File: src/rtl/bram_port_arbiter.sv
// bram_port_arbiter
//   Round-robin arbiter and sequencer in front of the shared single-port image
//   BRAM. Three requesters (0 = image loader, 1 = conv pixel fetch,
//   2 = result write-back) each issue single-word accesses. The arbiter
//   grants one at a time, drives the RAM command/address/data, returns read
//   data and pulses ack to the granted port. A read that never sees ram_ready
//   is aborted after RD_TIMEOUT cycles and completes with err.
//
//   Handshake: a port raises req[n] together with wr/addr/wdata and holds req
//   until it samples ack[n]; it drops req at that same edge. wr/addr/wdata are
//   captured at grant, so later changes are ignored. A req still high when the
//   arbiter is back in IDLE counts as a new request.
//
// Ports
//   clk, rst        rising-edge clock, synchronous active-high reset
//   req, wr         per-port request and op (1 = write, 0 = read)
//   addr, wdata     per-port address / write data, port n at slice n
//   ack, err        one-cycle completion pulse / read-timeout flag
//   rdata           read data, valid with ack for a read
//   busy, gnt_id    access in progress / current or last granted port
//   ram_addr, ram_we, ram_din, ram_dout, ram_ready   BRAM side
//     ram_we codes: 00 null, 01 read, 10 write
module bram_port_arbiter #(
  parameter int DATA_WIDTH = 24,
  parameter int ADDR_WIDTH = 19,
  parameter int RD_TIMEOUT = 15
) (
  input  logic                    clk,
  input  logic                    rst,
  input  logic [2:0]              req,
  input  logic [2:0]              wr,
  input  logic [3*ADDR_WIDTH-1:0] addr,
  input  logic [3*DATA_WIDTH-1:0] wdata,
  output logic [2:0]              ack,
  output logic                    err,
  output logic [DATA_WIDTH-1:0]   rdata,
  output logic                    busy,
  output logic [1:0]              gnt_id,
  output logic [ADDR_WIDTH-1:0]   ram_addr,
  output logic [1:0]              ram_we,
  output logic [DATA_WIDTH-1:0]   ram_din,
  input  logic [DATA_WIDTH-1:0]   ram_dout,
  input  logic                    ram_ready
);

  typedef enum logic [1:0] {S_IDLE, S_WR, S_RD, S_DONE} state_t;

  localparam logic [7:0] TIMEOUT_CNT = 8'(RD_TIMEOUT);

  state_t                  state_q, state_d;
  logic [2:0]              ack_q, ack_d;
  logic                    err_q, err_d;
  logic                    busy_q, busy_d;
  logic [1:0]              gnt_id_q, gnt_id_d;
  logic [1:0]              ptr_q, ptr_d;
  logic [7:0]              cnt_q, cnt_d;
  logic [1:0]              ram_we_q, ram_we_d;
  logic [ADDR_WIDTH-1:0]   ram_addr_q, ram_addr_d;
  logic [DATA_WIDTH-1:0]   ram_din_q, ram_din_d;
  logic [DATA_WIDTH-1:0]   rdata_q, rdata_d;

  logic [ADDR_WIDTH-1:0]   addr_arr [3];
  logic [DATA_WIDTH-1:0]   wdata_arr [3];

  for (genvar n = 0; n < 3; n++) begin : g_unpack
    assign addr_arr[n]  = addr[n*ADDR_WIDTH +: ADDR_WIDTH];
    assign wdata_arr[n] = wdata[n*DATA_WIDTH +: DATA_WIDTH];
  end

  // (p + k) mod 3 for p in 0..2, k in 1..3
  function automatic logic [1:0] rr_add(input logic [1:0] p, input logic [1:0] k);
    logic [2:0] s;
    s = {1'b0, p} + {1'b0, k};
    if (s >= 3'd3) s = s - 3'd3;
    return s[1:0];
  endfunction

  // Search order ptr+1, ptr+2, ptr: the last winner gets lowest priority.
  logic [1:0] cand0, cand1;
  logic       win_found;
  logic [1:0] win_id;

  always_comb begin
    cand0     = rr_add(ptr_q, 2'd1);
    cand1     = rr_add(ptr_q, 2'd2);
    win_found = 1'b1;
    win_id    = ptr_q;
    if (req[cand0])      win_id = cand0;
    else if (req[cand1]) win_id = cand1;
    else if (req[ptr_q]) win_id = ptr_q;
    else                 win_found = 1'b0;
  end

  always_comb begin
    state_d    = state_q;
    ack_d      = 3'b000;
    err_d      = 1'b0;
    busy_d     = busy_q;
    gnt_id_d   = gnt_id_q;
    ptr_d      = ptr_q;
    cnt_d      = cnt_q;
    ram_we_d   = ram_we_q;
    ram_addr_d = ram_addr_q;
    ram_din_d  = ram_din_q;
    rdata_d    = rdata_q;
    unique case (state_q)
      S_IDLE: begin
        ram_we_d = 2'b00;
        if (win_found) begin
          gnt_id_d   = win_id;
          ptr_d      = win_id;
          busy_d     = 1'b1;
          ram_addr_d = addr_arr[win_id];
          ram_din_d  = wdata_arr[win_id];
          if (wr[win_id]) begin
            ram_we_d = 2'b10;
            state_d  = S_WR;
          end else begin
            ram_we_d = 2'b01;
            cnt_d    = 8'd0;
            state_d  = S_RD;
          end
        end
      end
      S_WR: begin
        // The RAM accepts a write in a single cycle.
        ram_we_d = 2'b00;
        ack_d    = 3'b001 << gnt_id_q;
        state_d  = S_DONE;
      end
      S_RD: begin
        if (ram_ready) begin
          rdata_d  = ram_dout;
          ram_we_d = 2'b00;
          ack_d    = 3'b001 << gnt_id_q;
          state_d  = S_DONE;
        end else if (8'(cnt_q + 8'd1) == TIMEOUT_CNT) begin
          // Abort: complete with err, leave rdata untouched.
          ram_we_d = 2'b00;
          ack_d    = 3'b001 << gnt_id_q;
          err_d    = 1'b1;
          state_d  = S_DONE;
        end else begin
          cnt_d = 8'(cnt_q + 8'd1);
        end
      end
      S_DONE: begin
        // Extra cycle lets the requester drop req before re-arbitration.
        busy_d  = 1'b0;
        state_d = S_IDLE;
      end
      default: state_d = S_IDLE;
    endcase
  end

  always_ff @(posedge clk) begin
    if (rst) begin
      state_q    <= S_IDLE;
      ack_q      <= 3'b000;
      err_q      <= 1'b0;
      busy_q     <= 1'b0;
      gnt_id_q   <= 2'd2;
      ptr_q      <= 2'd2;
      cnt_q      <= 8'd0;
      ram_we_q   <= 2'b00;
      ram_addr_q <= '0;
      ram_din_q  <= '0;
      rdata_q    <= '0;
    end else begin
      state_q    <= state_d;
      ack_q      <= ack_d;
      err_q      <= err_d;
      busy_q     <= busy_d;
      gnt_id_q   <= gnt_id_d;
      ptr_q      <= ptr_d;
      cnt_q      <= cnt_d;
      ram_we_q   <= ram_we_d;
      ram_addr_q <= ram_addr_d;
      ram_din_q  <= ram_din_d;
      rdata_q    <= rdata_d;
    end
  end

  assign ack      = ack_q;
  assign err      = err_q;
  assign busy     = busy_q;
  assign gnt_id   = gnt_id_q;
  assign ram_we   = ram_we_q;
  assign ram_addr = ram_addr_q;
  assign ram_din  = ram_din_q;
  assign rdata    = rdata_q;

endmodule

File: config.mk
export PLATFORM = sky130hd
export DESIGN_NAME = bram_port_arbiter
export DESIGN_NICKNAME = d
export VERILOG_FILES = /design/src/rtl/bram_port_arbiter.sv
export SDC_FILE = /design/constraint.sdc
export NUM_CORES = 1
export LEC_CHECK = 0
export ABC_AREA = 1
export CAP_MARGIN = 15
export CORE_MARGIN = 10
export CORE_UTILIZATION = 44
export CTS_BUF_LIST = sky130_fd_sc_hd__clkbuf_4
export DETAILED_ROUTE_END_ITERATION = 12
export PLACE_DENSITY = 0.89
export SKIP_LAST_GASP = 1
export SLEW_MARGIN = 5
export SYNTH_ARGS = -nofsm -noshare
export SYNTH_HDL_FRONTEND = slang
export SYNTH_SLANG_ARGS = --single-unit
File: constraint.sdc
create_clock -name clk -period 5.2 [get_ports clk]
set_input_delay 1.04 -clock clk [delete_from_list [all_inputs] [get_ports clk]]
set_output_delay 1.04 -clock clk [all_outputs]
set_load 0.005 [all_outputs]
==> Word-level counts from Yosys, hierarchy flattened <==
Index checks and enable logic that the tools add are counted.
{ "totals": {"elab_cells": 87, "inputBits": 162, "reg_bits": 86, "out_inout_bits": 76} }
{ "classes": {"n_mux": 42, "magnitude_cmp": 7, "n_addsub": 5, "bitwise_logic": 2, "reduce_logical": 11, "n_eq_ne": 9, "n_shift": 1} }
{ "op_table": {"columns": ["cell", "count"], "rows": [
  ["$bmux 24 s2", 1],
  ["$mux 24", 2],
  ["$bmux 19 s2", 1],
  ["$mux 19", 2],
  ["$mux 8", 4],
  ["$mux 2", 12],
  ["$pmux 8 s2", 1],
  ["$lt 2x3->1 const B", 4],
  ["$reduce_and 2->1", 5],
  ["$mux 1", 9],
  ["$add 8x1->8 const B", 1],
  ["$bmux 1 s2", 4],
  ["$eq 8x4->1 const B", 1],
  ["$ne 2x2->1 const B", 4],
  ["$pmux 2 s4", 1],
  ["$ge 3x2->1 const B", 2],
  ["$mux 3", 2],
  ["$pmux 2 s3", 1],
  ["$pmux 3 s2", 1],
  ["$reduce_and 5->1", 1],
  ["$eq 2x2->1 const B", 2],
  ["$reduce_bool 2->1", 2],
  ["$sub 2x2->2 const B", 2],
  ["$add 2x1->3 const B", 1],
  ["other kinds (11)", 11]
]} }

==> Depth between registers and ports, before layout <==
{ "depth": {"word_depth": 12, "depth_mapped": 17, "mapped_depth_nobuf": 17} }

==> Least setup slack after synthesis <==
No wires, ideal clock.
{ "synth_path": {"path_kind": "input-to-reg", "from": "input port req[2]", "to": "register ram_din_q[10] (netlist: ram_din[10])", "required_ps": 5066, "slack_ps": 2871, "arrival_ps": 2195, "setup_time_ps": 134, "path_buffers": 2, "path_stages": 11, "cell_sequence": "inv_1 -> o21ai_2 -> nand2_1 -> nand2_1 -> nand2_1 -> nand2_4 -> nand2_4 -> buf_4 -> buf_2 -> o211ai_1 -> a31oi_1"} }
{ "synth_via": {"elab_chain_len": 8, "word_cells_on_any_way": 16, "classes_between": "14 x mux; 1 x bitwise; 1 x reduce/logical"} }
{ "synth_rtl": {"columns": ["item", "line_no", "text"], "rows": [
  ["start, declared", "30", "input logic [2:0] req,"],
  ["$bmux 1 s2", "89", "else if (req[cand1]) win_id = cand1;"],
  ["$mux 1 (implied by the code)", "89", null],
  ["$mux 2", "89", null],
  ["$mux 2", "88", "if (req[cand0]) win_id = cand0;"],
  ["$not 2->3 (implied by the code)", "114", "ram_din_d = wdata_arr[win_id];"],
  ["$bmux 24 s2", "114", null],
  ["$mux 24 (implied by the code) (2 in series)", "114", null],
  ["end signal, assigned", "179", "ram_din_q <= ram_din_d;"],
  ["end, declared", "59", "logic [DATA_WIDTH-1:0] ram_din_q, ram_din_d;"]
]} }
Several ways; a longest one is shown, not always the timed one. The select of a mux whose other input is x is not followed.
A chain may end at the register's enable or synchronous reset.

==> Worst setup path after layout <==
{ "layout_path": {"from": "input port req[0]", "to": "register cnt_q[0]"} }
{ "layout_via": {"elab_chain_len": 8, "word_cells_on_any_way": 16, "classes_between": "2 x eq/ne; 13 x mux; 1 x reduce/logical"} }
{ "layout_rtl": {"columns": ["item", "line_no", "text"], "rows": [
  ["$bmux 1 s2", "89", null],
  ["$mux 1 (implied by the code)", "89", null],
  ["$mux 2", "89", null],
  ["$mux 2", "88", null],
  ["$bmux 1 s2", "115", "if (wr[win_id]) begin"],
  ["$mux 1 (implied by the code)", "115", null],
  ["$ne 2x2->1 (no line)", null, null],
  ["$reduce_and 5->1 (no line) *", null, null],
  ["end signal, assigned", "176", "cnt_q <= cnt_d;"],
  ["end, declared", "56", "logic [7:0] cnt_q, cnt_d;"]
]} }
Mark *: on every way between the ends. The rest lies on a longest branch, timed or not. The select of a mux whose other input is x is not followed.

==> metrics.json <==
{
  "critical_path_required_ps": 5570,
  "global_route.usage.total_pct": 22.4,
  "route.detailed.drc": 0,
  "layout.nets": 1020,
  "critical-path-top-cell-by-count": "nand2_1",
  "insertedDiodeCount": 0,
  "dr.pass1.iters": 5,
  "hold_path.class": "reg2reg",
  "post_drt_via_cell_ratio": 5.31,
  "clock_skew_ps": 21.1,
  "criticalPathCategory": "in2reg",
  "finalWorstPathRequiredPeriod_ps": 3480,
  "placed_area_um2": 6850,
  "mappedNetlistNets": 812,
  "ant_nets": 0,
  "grt_use_met1_pct": 23.4,
  "synth.cell_area_um2": 4480,
  "rsz_0062_raised_after_global_routing": "no",
  "power_density_nw_per_um2": 587,
  "setup.worst_path.start_class": "input pin",
  "drive_above_1_share_pct": 4.82,
  "yosys.cell_types.count": 33,
  "cpMaxStageDelayCell": "inv_2",
  "maxSlewViolCount": 0,
  "layout_setup_ws_ps": 1720,
  "totalPowerFinal_w": 0.00412,
  "max_freq_mhz": 288,
  "cts_hold_buffers": 0,
  "layout-area-overhead-vs-synth_pct": 56.7,
  "die_w_um": 121,
  "timing_worst_slew_pin_value_ps": 1010,
  "use_met2_pct": 39.0,
  "synthArstFlopShare_pct": 0,
  "post-route-period-util_pct": 66.8,
  "insertion_delay_ps": 430,
  "place_ws_ps": 1300,
  "antenna_found_initial": 0,
  "postSynthCellCount": 640,
  "worst_path_depth": 15,
  "layout_commonest_cell": "clkdlybuf4s50_1",
  "layout.filler_cells": 750,
  "grt_busiest_layer": "met2",
  "synth_ff_type": "dfxtp_1",
  "cell_count_of_the_worst_reg_to_reg_path": 16,
  "cts.root.buffer_cell": "clkbuf_4",
  "via_count": 5227,
  "synth.yosys.seq_area_share_pct": 38.4,
  "hold_viol_final": 0,
  "power_leakage_nw": 2.81,
  "initialDrtViolationCount": 349,
  "yosys_register_bits": 86,
  "worst-endpoint-arrival_ps": 3840,
  "cp-end-kind": "flop",
  "clock_tree.htree_level_count": 3,
  "rr_endpoint": "cnt_q[0]",
  "setup_viol": 0,
  "fin_tns_setup_ps": 0,
  "chain_of_cells_forming_the_critical_path": "clkdlybuf4s50_1 > nand2_1 > nand3_1 > nand2_1 > nand2_1 > o21ai_1 > nand2_1 > nand2_4 > inv_2 > nand2_2 > nand3_4 > nand2_1 > nand2_1 > nand2_1 > nor2_1",
  "number_of_buffers_added_on_ports": 237,
  "postSynthAreaPerCell_um2": 7.00,
  "clock_tree.buffer_depth": 2,
  "worst-path-buf-inv": 2,
  "grt_first_pass_wirelength_um": 26900,
  "core_um2": 9860,
  "place.gp.congestion": 0.888,
  "grt_max_degree": 80,
  "synth_enable_flop_cells": 0,
  "startpoint_of_the_worst_setup_timing_path": "req[0]",
  "most-common-layout-cells": "clkdlybuf4s50_1 (237), nand2_1 (113), dfxtp_1 (86)",
  "relSlewSlack_pct": 32.5,
  "row_count": 36,
  "io_pins": 238,
  "wl_um": 17000,
  "avgRoutedWirePerCell_um": 17.3,
  "ff_to_ff_start": "ptr_q[0]",
  "die_height_um": 121,
  "crit_path_max_incr_delay_ps": 610,
  "run_status": "finished, final reports clean",
  "path_max_fanout": 46,
  "clkSlewWorstSetupHoldPaths_ps": 130,
  "design_area_um2": 7020,
  "first_global_vias": 5339,
  "hpwl_after_detailed_placement_um": 13200,
  "tritoncts.num_buffers": 9,
  "ir_drop_mv": 0.382,
  "start_util_pct": 45.4,
  "global_route.usage.met3_pct": 10.6,
  "tritoncts": "done",
  "fin_hold_ws_ps": 482,
  "drv_cap": 0,
  "synthesis.yosys.warnings": 0,
  "setup.worst_path.end": "cnt_q[0]",
  "post_cts_resize_count": 0,
  "ff2ff_setup_slack_ps": 1840,
  "cts_num_sinks": 86,
  "floorplan.die_area_um2": 14600,
  "post_cts.repair.setup_buffers": 0,
  "globalRouteOverflowTotal": 0,
  "cp_top_family": "simple AND/OR/NAND/NOR gates"
}
[worst min-delay path: stages (launching register included)]
cell and delay [ps]:
dfxtp_1 340, nand2_1 60, a21oi_1 50
[cell usage after synthesis, drive strengths merged, types with 10 or more instances]
library cell | instances | share of area, %
a31oi | 43 | 6.0
o211ai | 36 | 6.1
a21oi | 13 | 1.5
dfxtp | 86 | 38
nand3 | 72 | 8.8
buf | 22 | 2.6
ha | 10 | 2.8
clkbuf | 20 | 1.7
o21ai | 66 | 7.5
nand2 | 119 | 11
nor2 | 78 | 6.6
inv | 60 | 5.0
[layout make-up]
| class | count | area [um2] | area share [%] |
|---|---|---|---|
| sequential | 86 | 1720 | 24.5 |
| inverter | 61 | 229 | 3.26 |
| clock inverter | 4 | 97.6 | 1.39 |
| tap | 133 | 166 | 2.37 |
| timing repair buffer | 239 | 2390 | 34.0 |
| clock buffer | 10 | 75.1 | 1.07 |
| multi-input combinational | 451 | 2340 | 33.4 |
[stage by stage]
step                cells  utilization [%]
floorplan             640                -
global placement      970             69.4
detailed placement    970             69.4
CTS                   984             71.2
global route          984             71.2
finish                984             71.2
[cell families (layout without fill, tap and decap cells)]
family          after synthesis  count (layout)  synth area share, %
flops                        86              86                 38.4
xor+xnor                      5               5                0.978
fa+ha+maj                    10              10                 2.79
buf+inv                     103             314                 9.41
compound gates              159             159                 21.2
simple gates                277             277                 27.2
[flip-flops by register name, indices dropped and copies added, names as in the netlist]
signal    count
ack           3
ram_addr     19
busy          1
ram_din      24
cnt_q         8
state_q       2
rdata        24
ptr_q         2
ram_we        2
err           1
[per-layer routing]
layer | wire length [um] | part of all wire (%)
met5 | 0 | 0
met4 | 240 | 1.4
met3 | 2100 | 12
met2 | 8330 | 49
met1 | 6300 | 37
[power by group]
group          internal [W]  leakage, nW  switching, W
combinational       0.00103         2.02       0.00165
sequential         0.000869        0.709      0.000116
clock              0.000244       0.0886      0.000221
total               0.00214         2.81       0.00198
[worst min-delay path by stage]
stage / from / end / slack [ps] / cells past startpoint
after floorplan: ram_we[0] / ram_we[0] / 460 / 2
after global placement: ram_we[0] / ram_we[0] / 460 / 2
after detailed placement: ram_we[0] / ram_we[0] / 460 / 2
after CTS: ram_we[0] / ram_we[0] / 480 / 2
after global routing: ram_we[0] / ram_we[0] / 520 / 2
final: ram_we[0] / ram_we[0] / 480 / 2
No activity file was read; power rests on OpenSTA's default activity.
